--- src/rtl/roulette_pkg.sv ---
// Shared roulette LED layout constants, encoder state/class enums and fault codes.
// Combinational definitions only; no latency or backpressure of its own.
package roulette_pkg;

  localparam int NUM_LEDS       = 38;
  localparam int NUM_GROUPS     = 6;
  localparam int LEDS_PER_GROUP = 7;

  typedef logic [NUM_GROUPS-1:0][2:0] sel_bus_t;

  typedef enum logic [2:0] {
    ST_IDLE,
    ST_QUALIFY,
    ST_REPORT,
    ST_HOLDOFF,
    ST_FAULT
  } enc_state_e;

  typedef enum logic [1:0] {
    CLS_NONE,
    CLS_VALID,
    CLS_MULTI,
    CLS_RANGE
  } sel_class_e;

  localparam logic [1:0] FC_NONE  = 2'b00;
  localparam logic [1:0] FC_MULTI = 2'b01;
  localparam logic [1:0] FC_RANGE = 2'b10;

endpackage

--- src/rtl/led_position_encoder_if.sv ---
// Select-bus inputs, position valid/ready handshake and fault flags of the encoder.
// slave = encoder side; master = sensor/controller side driving selects, ready and clear.
interface led_position_encoder_if;

  logic [2:0] mux_select_0;
  logic [2:0] mux_select_1;
  logic [2:0] mux_select_2;
  logic [2:0] mux_select_3;
  logic [2:0] mux_select_4;
  logic [2:0] mux_select_5;
  logic       sample_en;
  logic [5:0] led_number;
  logic       led_valid;
  logic       led_ready;
  logic       fault;
  logic [1:0] fault_code;
  logic       fault_clr;

  modport master (
    output mux_select_0, mux_select_1, mux_select_2,
    output mux_select_3, mux_select_4, mux_select_5,
    output sample_en, led_ready, fault_clr,
    input  led_number, led_valid, fault, fault_code
  );

  modport slave (
    input  mux_select_0, mux_select_1, mux_select_2,
    input  mux_select_3, mux_select_4, mux_select_5,
    input  sample_en, led_ready, fault_clr,
    output led_number, led_valid, fault, fault_code
  );

endinterface

--- src/rtl/led_select_classify.sv ---
// Classifies six group select codes into NONE/VALID/MULTI/RANGE plus candidate LED number.
// Purely combinational, zero latency; no backpressure.
module led_select_classify
  import roulette_pkg::*;
(
  input  sel_bus_t   i_sel,
  output sel_class_e o_class,
  output logic [5:0] o_cand
);

  logic       w_any;
  logic       w_multi;
  logic [5:0] w_raw;

  // w_multi rises on the second nonzero group seen in the scan
  always_comb begin
    w_any   = 1'b0;
    w_multi = 1'b0;
    w_raw   = '0;
    for (int g = 0; g < NUM_GROUPS; g++) begin
      if (i_sel[g] != 3'd0) begin
        w_multi = w_multi | w_any;
        w_any   = 1'b1;
        w_raw   = 6'(g * LEDS_PER_GROUP) + {3'b000, i_sel[g]} - 6'd1;
      end
    end
  end

  // Candidate is forced to 0 for NONE/MULTI so those samples compare as stable
  always_comb begin
    o_class = CLS_NONE;
    o_cand  = '0;
    if (w_multi) begin
      o_class = CLS_MULTI;
    end else if (w_any) begin
      o_cand  = w_raw;
      o_class = (w_raw > 6'(NUM_LEDS - 1)) ? CLS_RANGE : CLS_VALID;
    end
  end

endmodule

--- src/rtl/led_position_encoder.sv ---
// Debounces the group select bus and reports a settled LED position; valid after STABLE_CYCLES+1 edges.
// led_valid/led_number hold until led_ready; illegal patterns raise a sticky fault until fault_clr.
module led_position_encoder
  import roulette_pkg::*;
#(
  parameter int STABLE_CYCLES = 4,
  parameter int CNT_W         = 8
) (
  input logic                   clk,
  input logic                   rst_n,
  led_position_encoder_if.slave bus
);

  sel_bus_t   r_sel;
  sel_class_e r_prev_class;
  logic [5:0] r_prev_cand;
  logic [CNT_W-1:0] r_cnt;
  enc_state_e r_state;
  logic [5:0] r_led_number;
  logic       r_led_valid;
  logic       r_fault;
  logic [1:0] r_fault_code;

  sel_bus_t   w_sel_in;
  sel_class_e w_class;
  logic [5:0] w_cand;
  logic       w_same;
  logic [CNT_W-1:0] w_cnt_next;
  logic       w_qualified;

  assign w_sel_in = {bus.mux_select_5, bus.mux_select_4, bus.mux_select_3,
                     bus.mux_select_2, bus.mux_select_1, bus.mux_select_0};

  led_select_classify u_classify (
    .i_sel   (r_sel),
    .o_class (w_class),
    .o_cand  (w_cand)
  );

  assign w_same = (w_class == r_prev_class) && (w_cand == r_prev_cand);

  // Entry from IDLE counts as the first stable sample, so latency holds even for STABLE_CYCLES=1
  always_comb begin
    w_cnt_next = CNT_W'(1);
    if (r_state == ST_QUALIFY && w_same) begin
      w_cnt_next = (r_cnt >= CNT_W'(STABLE_CYCLES)) ? CNT_W'(STABLE_CYCLES) : r_cnt + CNT_W'(1);
    end
  end

  assign w_qualified = (w_cnt_next >= CNT_W'(STABLE_CYCLES));

  always_ff @(posedge clk or negedge rst_n) begin
    if (!rst_n) begin
      r_sel        <= '0;
      r_prev_class <= CLS_NONE;
      r_prev_cand  <= '0;
      r_cnt        <= '0;
      r_state      <= ST_IDLE;
      r_led_number <= '0;
      r_led_valid  <= 1'b0;
      r_fault      <= 1'b0;
      r_fault_code <= FC_NONE;
    end else begin
      r_sel <= w_sel_in;
      case (r_state)
        ST_IDLE, ST_QUALIFY: begin
          r_prev_class <= w_class;
          r_prev_cand  <= w_cand;
          if (!bus.sample_en || w_class == CLS_NONE) begin
            r_state <= ST_IDLE;
            r_cnt   <= '0;
          end else if (w_qualified) begin
            r_cnt <= '0;
            if (w_class == CLS_VALID) begin
              r_led_number <= w_cand;
              r_led_valid  <= 1'b1;
              r_state      <= ST_REPORT;
            end else begin
              r_fault      <= 1'b1;
              r_fault_code <= (w_class == CLS_MULTI) ? FC_MULTI : FC_RANGE;
              r_state      <= ST_FAULT;
            end
          end else begin
            r_cnt   <= w_cnt_next;
            r_state <= ST_QUALIFY;
          end
        end
        ST_REPORT: begin
          if (bus.led_ready) begin
            r_led_valid <= 1'b0;
            r_state     <= ST_HOLDOFF;
          end
        end
        // Wait for the reported position to go away before allowing a new report
        ST_HOLDOFF: begin
          if (w_class != CLS_VALID || w_cand != r_led_number) begin
            r_state <= ST_IDLE;
          end
        end
        ST_FAULT: begin
          if (bus.fault_clr) begin
            r_fault      <= 1'b0;
            r_fault_code <= FC_NONE;
            r_state      <= ST_IDLE;
          end
        end
        default: r_state <= ST_IDLE;
      endcase
    end
  end

  assign bus.led_number = r_led_number;
  assign bus.led_valid  = r_led_valid;
  assign bus.fault      = r_fault;
  assign bus.fault_code = r_fault_code;

endmodule

--- src/flat_wrapper.sv ---
// flat-port wrapper written by rule: the top's interface ports become plain ports
module led_position_encoder_flat import roulette_pkg::*;
#(
  parameter int STABLE_CYCLES = 4,
  parameter int CNT_W         = 8
)
  (clk, rst_n, bus_mux_select_0, bus_mux_select_1, bus_mux_select_2, bus_mux_select_3, bus_mux_select_4, bus_mux_select_5, bus_sample_en, bus_led_ready, bus_fault_clr, bus_led_number, bus_led_valid, bus_fault, bus_fault_code);
  led_position_encoder_if bus_i ();
  input logic clk;
  input logic rst_n;
  input wire logic [$bits(bus_i.mux_select_0)-1:0] bus_mux_select_0;
  input wire logic [$bits(bus_i.mux_select_1)-1:0] bus_mux_select_1;
  input wire logic [$bits(bus_i.mux_select_2)-1:0] bus_mux_select_2;
  input wire logic [$bits(bus_i.mux_select_3)-1:0] bus_mux_select_3;
  input wire logic [$bits(bus_i.mux_select_4)-1:0] bus_mux_select_4;
  input wire logic [$bits(bus_i.mux_select_5)-1:0] bus_mux_select_5;
  input wire logic [$bits(bus_i.sample_en)-1:0] bus_sample_en;
  input wire logic [$bits(bus_i.led_ready)-1:0] bus_led_ready;
  input wire logic [$bits(bus_i.fault_clr)-1:0] bus_fault_clr;
  output wire logic [$bits(bus_i.led_number)-1:0] bus_led_number;
  output wire logic [$bits(bus_i.led_valid)-1:0] bus_led_valid;
  output wire logic [$bits(bus_i.fault)-1:0] bus_fault;
  output wire logic [$bits(bus_i.fault_code)-1:0] bus_fault_code;
  assign bus_i.mux_select_0 = bus_mux_select_0;
  assign bus_i.mux_select_1 = bus_mux_select_1;
  assign bus_i.mux_select_2 = bus_mux_select_2;
  assign bus_i.mux_select_3 = bus_mux_select_3;
  assign bus_i.mux_select_4 = bus_mux_select_4;
  assign bus_i.mux_select_5 = bus_mux_select_5;
  assign bus_i.sample_en = bus_sample_en;
  assign bus_i.led_ready = bus_led_ready;
  assign bus_i.fault_clr = bus_fault_clr;
  assign bus_led_number = bus_i.led_number;
  assign bus_led_valid = bus_i.led_valid;
  assign bus_fault = bus_i.fault;
  assign bus_fault_code = bus_i.fault_code;
  led_position_encoder #(.STABLE_CYCLES(STABLE_CYCLES), .CNT_W(CNT_W)) u_core (.clk(clk), .rst_n(rst_n), .bus(bus_i));
endmodule
--- config.mk ---
export PLATFORM = sky130hd
export DESIGN_NAME = led_position_encoder_flat
export DESIGN_NICKNAME = d
export VERILOG_FILES = /design/src/rtl/roulette_pkg.sv /design/src/rtl/led_position_encoder_if.sv /design/src/rtl/led_select_classify.sv /design/src/rtl/led_position_encoder.sv /design/src/flat_wrapper.sv
export SDC_FILE = /design/constraint.sdc
export NUM_CORES = 1
export LEC_CHECK = 0
export BUFFER_PORTS_ARGS = -buffer_cell sky130_fd_sc_hd__buf_2
export CAP_MARGIN = 20
export CORE_ASPECT_RATIO = 0.75
export CORE_MARGIN = 3
export CORE_UTILIZATION = 40
export DETAILED_ROUTE_END_ITERATION = 10
export GPL_ROUTABILITY_DRIVEN = 0
export PLACE_DENSITY = 0.68
export SYNTH_ARGS = -nofsm -noshare
export SYNTH_HDL_FRONTEND = slang
export SYNTH_SLANG_ARGS = --single-unit
--- constraint.sdc ---
create_clock -name clk -period 5.1 [get_ports clk]
set_clock_uncertainty 0.05 [all_clocks]
set_input_delay 0 -clock clk [delete_from_list [all_inputs] [get_ports clk]]
set_output_delay 0 -clock clk [all_outputs]
set_load 0.01 [all_outputs]
# After elaboration in Yosys (flattened, before gate mapping)
# Index checks and enable logic that the tools add are counted.
classes:
  n_addsub: 12
  magnitude_cmp: 3
  eq_ne: 17
  mux: 49
  bitwise_logic: 5
  reduce_logical: 20
op_table:
  columns: ["operator", "count"]
  rows:
  - ["6-bit 2-to-1 mux", 8]
  - ["8-bit 2-to-1 mux", 4]
  - ["1-bit 2-to-1 mux", 19]
  - ["3-bit 2-to-1 mux", 6]
  - ["3-bit nonzero test", 6]
  - ["6-bit by 1-bit subtractor with 6-bit output, second input constant", 3]
  - ["8-bit by 3-bit greater-or-equal comparator with 1-bit output, second input constant", 2]
  - ["2-bit 2-to-1 mux", 8]
  - ["5-bit by 3-bit adder with 6-bit output, first input constant", 2]
  - ["3-bit case mux with 4 select lines", 1]
  - ["5-bit AND reduction", 2]
  - ["8-bit by 1-bit adder with 8-bit output, second input constant", 1]
  - ["2-bit by 1-bit inequality test with 1-bit output, second input constant", 4]
  - ["2-bit inequality test, second input constant", 4]
  - ["6-bit by 3-bit adder with 6-bit output, first input constant", 1]
  - ["3-bit by 2-bit == test with 1-bit output, second input constant", 2]
  - ["6-bit == test", 1]
  - ["6-bit greater-than comparator, second input constant", 1]
  - ["6-bit inequality test", 1]
  - ["5-bit by 1-bit subtractor with 6-bit output, second input constant", 1]
  - ["4-bit by 3-bit adder with 5-bit output, first input constant", 1]
  - ["4-bit by 1-bit subtractor with 5-bit output, second input constant", 1]
  - ["3-bit by 3-bit adder with 4-bit output, first input constant", 1]
  - ["1-bit OR", 4]
  - ["18 further kinds", 22]
totals:
  regBits: 47
  inputBits: 23
  output_inout_bits: 10
  word_cells: 120

# Longest topological paths before layout
logic_depth:
  depth_word: 20
  mapped_depth: 14
  mapped_depth_nobuf: 12

# By module
# Synthesis repeated with hierarchy kept, for this count alone.
hier_totals:
  cells_unflattened: 248
  area_unflattened_um2: 2635.0
by_module_without_submodules:
  columns: ["module", "instances", "cells_each", "area_per_inst_um2", "seq_area_each_um2"]
  rows:
  - ["led_position_encoder", 1, 147, 1958.1, 1176.1]
  - ["led_select_classify", 1, 101, 676.9, 0.0]

# Worst setup path before layout
# Ideal clock, no wire load.
synth_path:
  path_type: "reg2reg"
  from: "register u_core.r_sel[1] in the netlist's numbering"
  to: "register u_core.r_fault_code[1], in the netlist u_core.bus.fault_code[1]"
  setup_time_ps: 82
  arrival_time_ps: 3350
  required_time_ps: 4968
  setup_slack_ps: 1617
  stages_incl_launch_ff: 15
  synth_period_minus_slack_ps: 3483
  path_cell_list: "dfrtp_1 or2_2 inv_1 ha_1 clkbuf_1 clkbuf_1 nand3_1 a31oi_1 nor2_1 nor4_1 a21oi_1 or4_1 buf_2 or3_1 o22ai_1"
synth_via:
  elab_chain_cells: 19
synth_rtl:
  columns: ["item", "line", "source"]
  rows:
  - ["from (decl)", "led_position_encoder.sv:14", "sel_bus_t r_sel;"]
  - ["from (signal assigned)", "led_position_encoder.sv:64", "r_sel <= w_sel_in;"]
  - ["parallel branches: the longest is 19 deep, another holds 6-bit greater-than comparator", null, null]
  - ["to (signal assigned)", "led_position_encoder.sv:80", "r_fault_code <= (w_class == CLS_MULTI) ? FC_MULTI : FC_RANGE;"]
  - ["to (decl)", "led_position_encoder.sv:22", "logic [1:0] r_fault_code;"]
# Several ways; the timed one is not identified. The select of a mux whose other input is x is not followed.
# A chain may end at the register's enable or synchronous reset.

# Worst setup path after layout
layout_path:
  from: "register u_core.r_sel[6] in the netlist's numbering"
  to: "register u_core.r_led_number[5], in the netlist u_core.bus.led_number[5]"
layout_via:
  elab_chain_cells: 16
layout_rtl:
  columns: ["item", "line", "source"]
  rows:
  - ["4-bit by 3-bit adder with 5-bit output", "led_select_classify.sv:24", "w_raw = 6'(g * LEDS_PER_GROUP) + {3'b000, i_sel[g]} - 6'd1;"]
  - ["5-bit by 1-bit subtractor with 6-bit output", "led_select_classify.sv:24", null]
  - ["6-bit 2-to-1 mux (4 in series)", "led_select_classify.sv:21", "if (i_sel[g] != 3'd0) begin"]
  - ["6-bit greater-than comparator", "led_select_classify.sv:37", "o_class = (w_raw > 6'(NUM_LEDS - 1)) ? CLS_RANGE : CLS_VALID;"]
  - ["2-bit 2-to-1 mux", "led_select_classify.sv:37", null]
  - ["2-bit 2-to-1 mux", "led_select_classify.sv:35", "end else if (w_any) begin"]
  - ["2-bit 2-to-1 mux", "led_select_classify.sv:33", "if (w_multi) begin"]
  - ["2-bit == test", "led_position_encoder.sv:40", "assign w_same = (w_class == r_prev_class) && (w_cand == r_prev_cand);"]
  - ["1-bit logical AND", "led_position_encoder.sv:40", null]
  - ["1-bit logical AND", "led_position_encoder.sv:45", "if (r_state == ST_QUALIFY && w_same) begin"]
  - ["8-bit 2-to-1 mux", "led_position_encoder.sv:45", null]
  - ["8-bit by 3-bit greater-or-equal comparator with 1-bit output", "led_position_encoder.sv:50", "assign w_qualified = (w_cnt_next >= CNT_W'(STABLE_CYCLES));"]
  - ["4-bit AND reduction (no line)", null, null]
  - ["to (signal assigned)", "led_position_encoder.sv:75", "r_led_number <= w_cand;"]
  - ["to (decl)", "led_position_encoder.sv:19", "logic [5:0] r_led_number;"]
# Several ways; a longest one is shown, not always the timed one.

==> results.yml <==
global_route:
  track_usage: 0.183
  grt_pass1_vias: 2356
  grt_pass1_wl_microns: 11800
  grt_max_degree: 48
  antenna_found_initial: 0
  overflow: 0
power:
  p_total_uw: 771
  ir_worst_vdd_uv: 160
  p_leak_uw: 0.00151
  power_density_nw_per_um2: 228
critical_path:
  r2r_cells: 11
  endpoint_kind: "register"
  cp.required_ps: 5250
  cp_max_fo: 12
  slowest_delay_ps: 690
  cp.depth: 11
  critPathLaunchType: "register"
  path_common_cell: "a311oi_1"
  path_buf_inv: 1
  crit_slowest_cell: "nor2b_1"
  path_cells: "inv_1, ha_1, nor2b_1, o211ai_1, a311oi_1, o21bai_1, a211o_1, a311oi_1, nor4_1, and3_1, mux2_2"
  critPathKind: "reg -> reg"
  cp_data_arrival_time_ps: 4210
  crit_family: "simple AND/OR/NAND/NOR gates"
placed_design:
  pre_cts_slack_ps: 1170
  io_buffers: 32
  placed_cells: 409
  dp_hpwl_microns: 5140
clock_network:
  clkLatencyLatePin_ps: 300
  clkTransAtPathRegs_ps: 90
  postCtsSetupBuffers: 0
  clockRootBuffer: "clkbuf_8"
  cts_buffers: 5
  clock-sinks: 47
  clk_path_buf_depth: 2
  cts_hold_buf: 21
  htreeDepth: 2
  post_cts_resized: 0
  cts_tree: "yes"
status:
  status: "complete, no violations"
sta:
  whs_ps: 25.7
  fmax_ghz: 0.246
  finalSetupViolations: 0
  final_max_slew_viol_count: 0
  rsz0062_at_grt: "no"
  hold_viol_final: 0
  period_share: 0.797
  worst_pin_slew_ps: 895
  fin_crit_ps: 4070
  setup_slack_ps: 1030
  slew_headroom: 0.400
  setup-tns-final_ps: 0
detailed_routing:
  first_iter_violations: 150
  antenna_left: 0
  route.detailed.drc: 0
  finalWirelength_microns: 6990
  routedWlPerCell_microns: 15.9
  dr.pass1.iters: 6
  vias: 2514
  viasPerCell: 5.73
logic_synthesis:
  syn_area_sq_um: 2830
  seq_area_frac_synth: 0.415
  synthTopCellsByCount: "dfrtp_1, nor2_1, inv_1"
  yosys.cell_count.top_type: "dfrtp_1"
  syn_area_per_cell_sq_um: 9.22
  ys_top_cells_by_area: "dfrtp_1, ha_1, nor2_1"
  synth_seq_cells: 47
  syn-num-nets: 342
  synthCells: 307
  ys_types: 56
  yosysWarnings: 0
  yosys_most_used_dff: "dfrtp_1"
  synth_edf_count: 0
  yosys.area.top_type: "dfrtp_1"
  synth_top_area_share: 0.415
  postSynth.asyncResetShare: 1.00
die:
  dieArea_sq_um: 8130
  core-area_sq_um: 6570
  die_x_microns: 103
  num_rows: 25
  start_util: 0.431
  die_h_microns: 78.9
  top_level_ports: 33
flow_run:
  drv_cap: 0
cells_and_area:
  fin_nets: 392
  ff_latch_area_sq_um: 1180
  instances_no_fill: 439
  fillers: 624
  multi_input_area_sq_um: 1510
  areaGrowthSynthToFinish_pct: 19.2
  drive_gt1_frac: 0.170
  antennaDiodeCount: 0
min_path:
  hold_path.class: "in -> async"
registers in the layout (all words and copies together), names as in the netlist:
name / count
u_core.bus.led_valid: 1
u_core.bus.fault_code: 2
u_core.r_prev_class: 2
u_core.r_cnt: 8
u_core.r_sel: 18
u_core.r_state: 3
u_core.bus.led_number: 6
u_core.bus.fault: 1
u_core.r_prev_cand: 6
layer usage:
metal  global-route usage  share of wire  up-vias
li1                     -              -     1208
met3               0.0395          0.069        6
met2                0.255           0.43      100
met1                0.288           0.50     1200
met5                    0              0        -
met4               0.0388         0.0074        0
power breakdown:
group	internal (uW)	switching [uW]	total (uW)
combinational	51.0	63.5	115
clock	124	129	252
sequential	390	14.1	404
worst paths after layout:
check | start | to | slack, ps
worst max-delay path | u_core.r_sel[6] | u_core.bus.led_number[5] | 1030
worst min-delay path | rst_n | u_core.bus.fault_code[0] | 30
worst max register to register | u_core.r_sel[6] | u_core.bus.led_number[5] | 1030
worst min register to register | u_core.r_cnt[7] | u_core.r_cnt[7] | 440
max in group asynchronous | rst_n | u_core.r_sel[10] | 4490
min in group clk | bus_sample_en | u_core.r_cnt[1] | 120
cell usage in the layout (no fill, tap or decap), types with 5 or more instances in the layout:
cell type and count:
o21ai_0 13, clkbuf_8 7, nand2_1 19, nor3_1 12
o211ai_1 5, ha_1 12, nand3_1 10, buf_2 32
nand2b_1 7, o22ai_1 6, a21oi_1 14, dfrtp_1 47
nor2_1 25, or2_2 5, and2_1 10, dlygate4sd3_1 21
nor4_1 5, mux2_2 5, inv_1 22
area by class of cell:
class	instances	area share
Inverter	22	0.0245
Sequential cell	47	0.348
Clock buffer	7	0.0285
Multi-Input combinational cell	225	0.446
Clock inverter	1	0.00222
Timing Repair Buffer	56	0.120
Tap cell	81	0.0300
cell families (layout without fill, tap and decap cells):
family	after synthesis	after routing	synth area share
compound gates	81	81	0.205
xor+xnor	7	7	0.0217
fa+ha+maj	14	14	0.0605
buf+inv	35	86	0.0526
flops	47	47	0.415
mux	9	9	0.0340
simple gates	114	114	0.211
per-stage QoR:
stage          area, sq um   util
2_1_floorplan         2830      -
4_1_cts               3360  0.511
6_report              3380  0.514
3_5_place_dp          3040  0.463
5_1_grt               3380  0.514
3_3_place_gp          3040  0.463
Note: power is estimated with default switching activity, not from simulation.
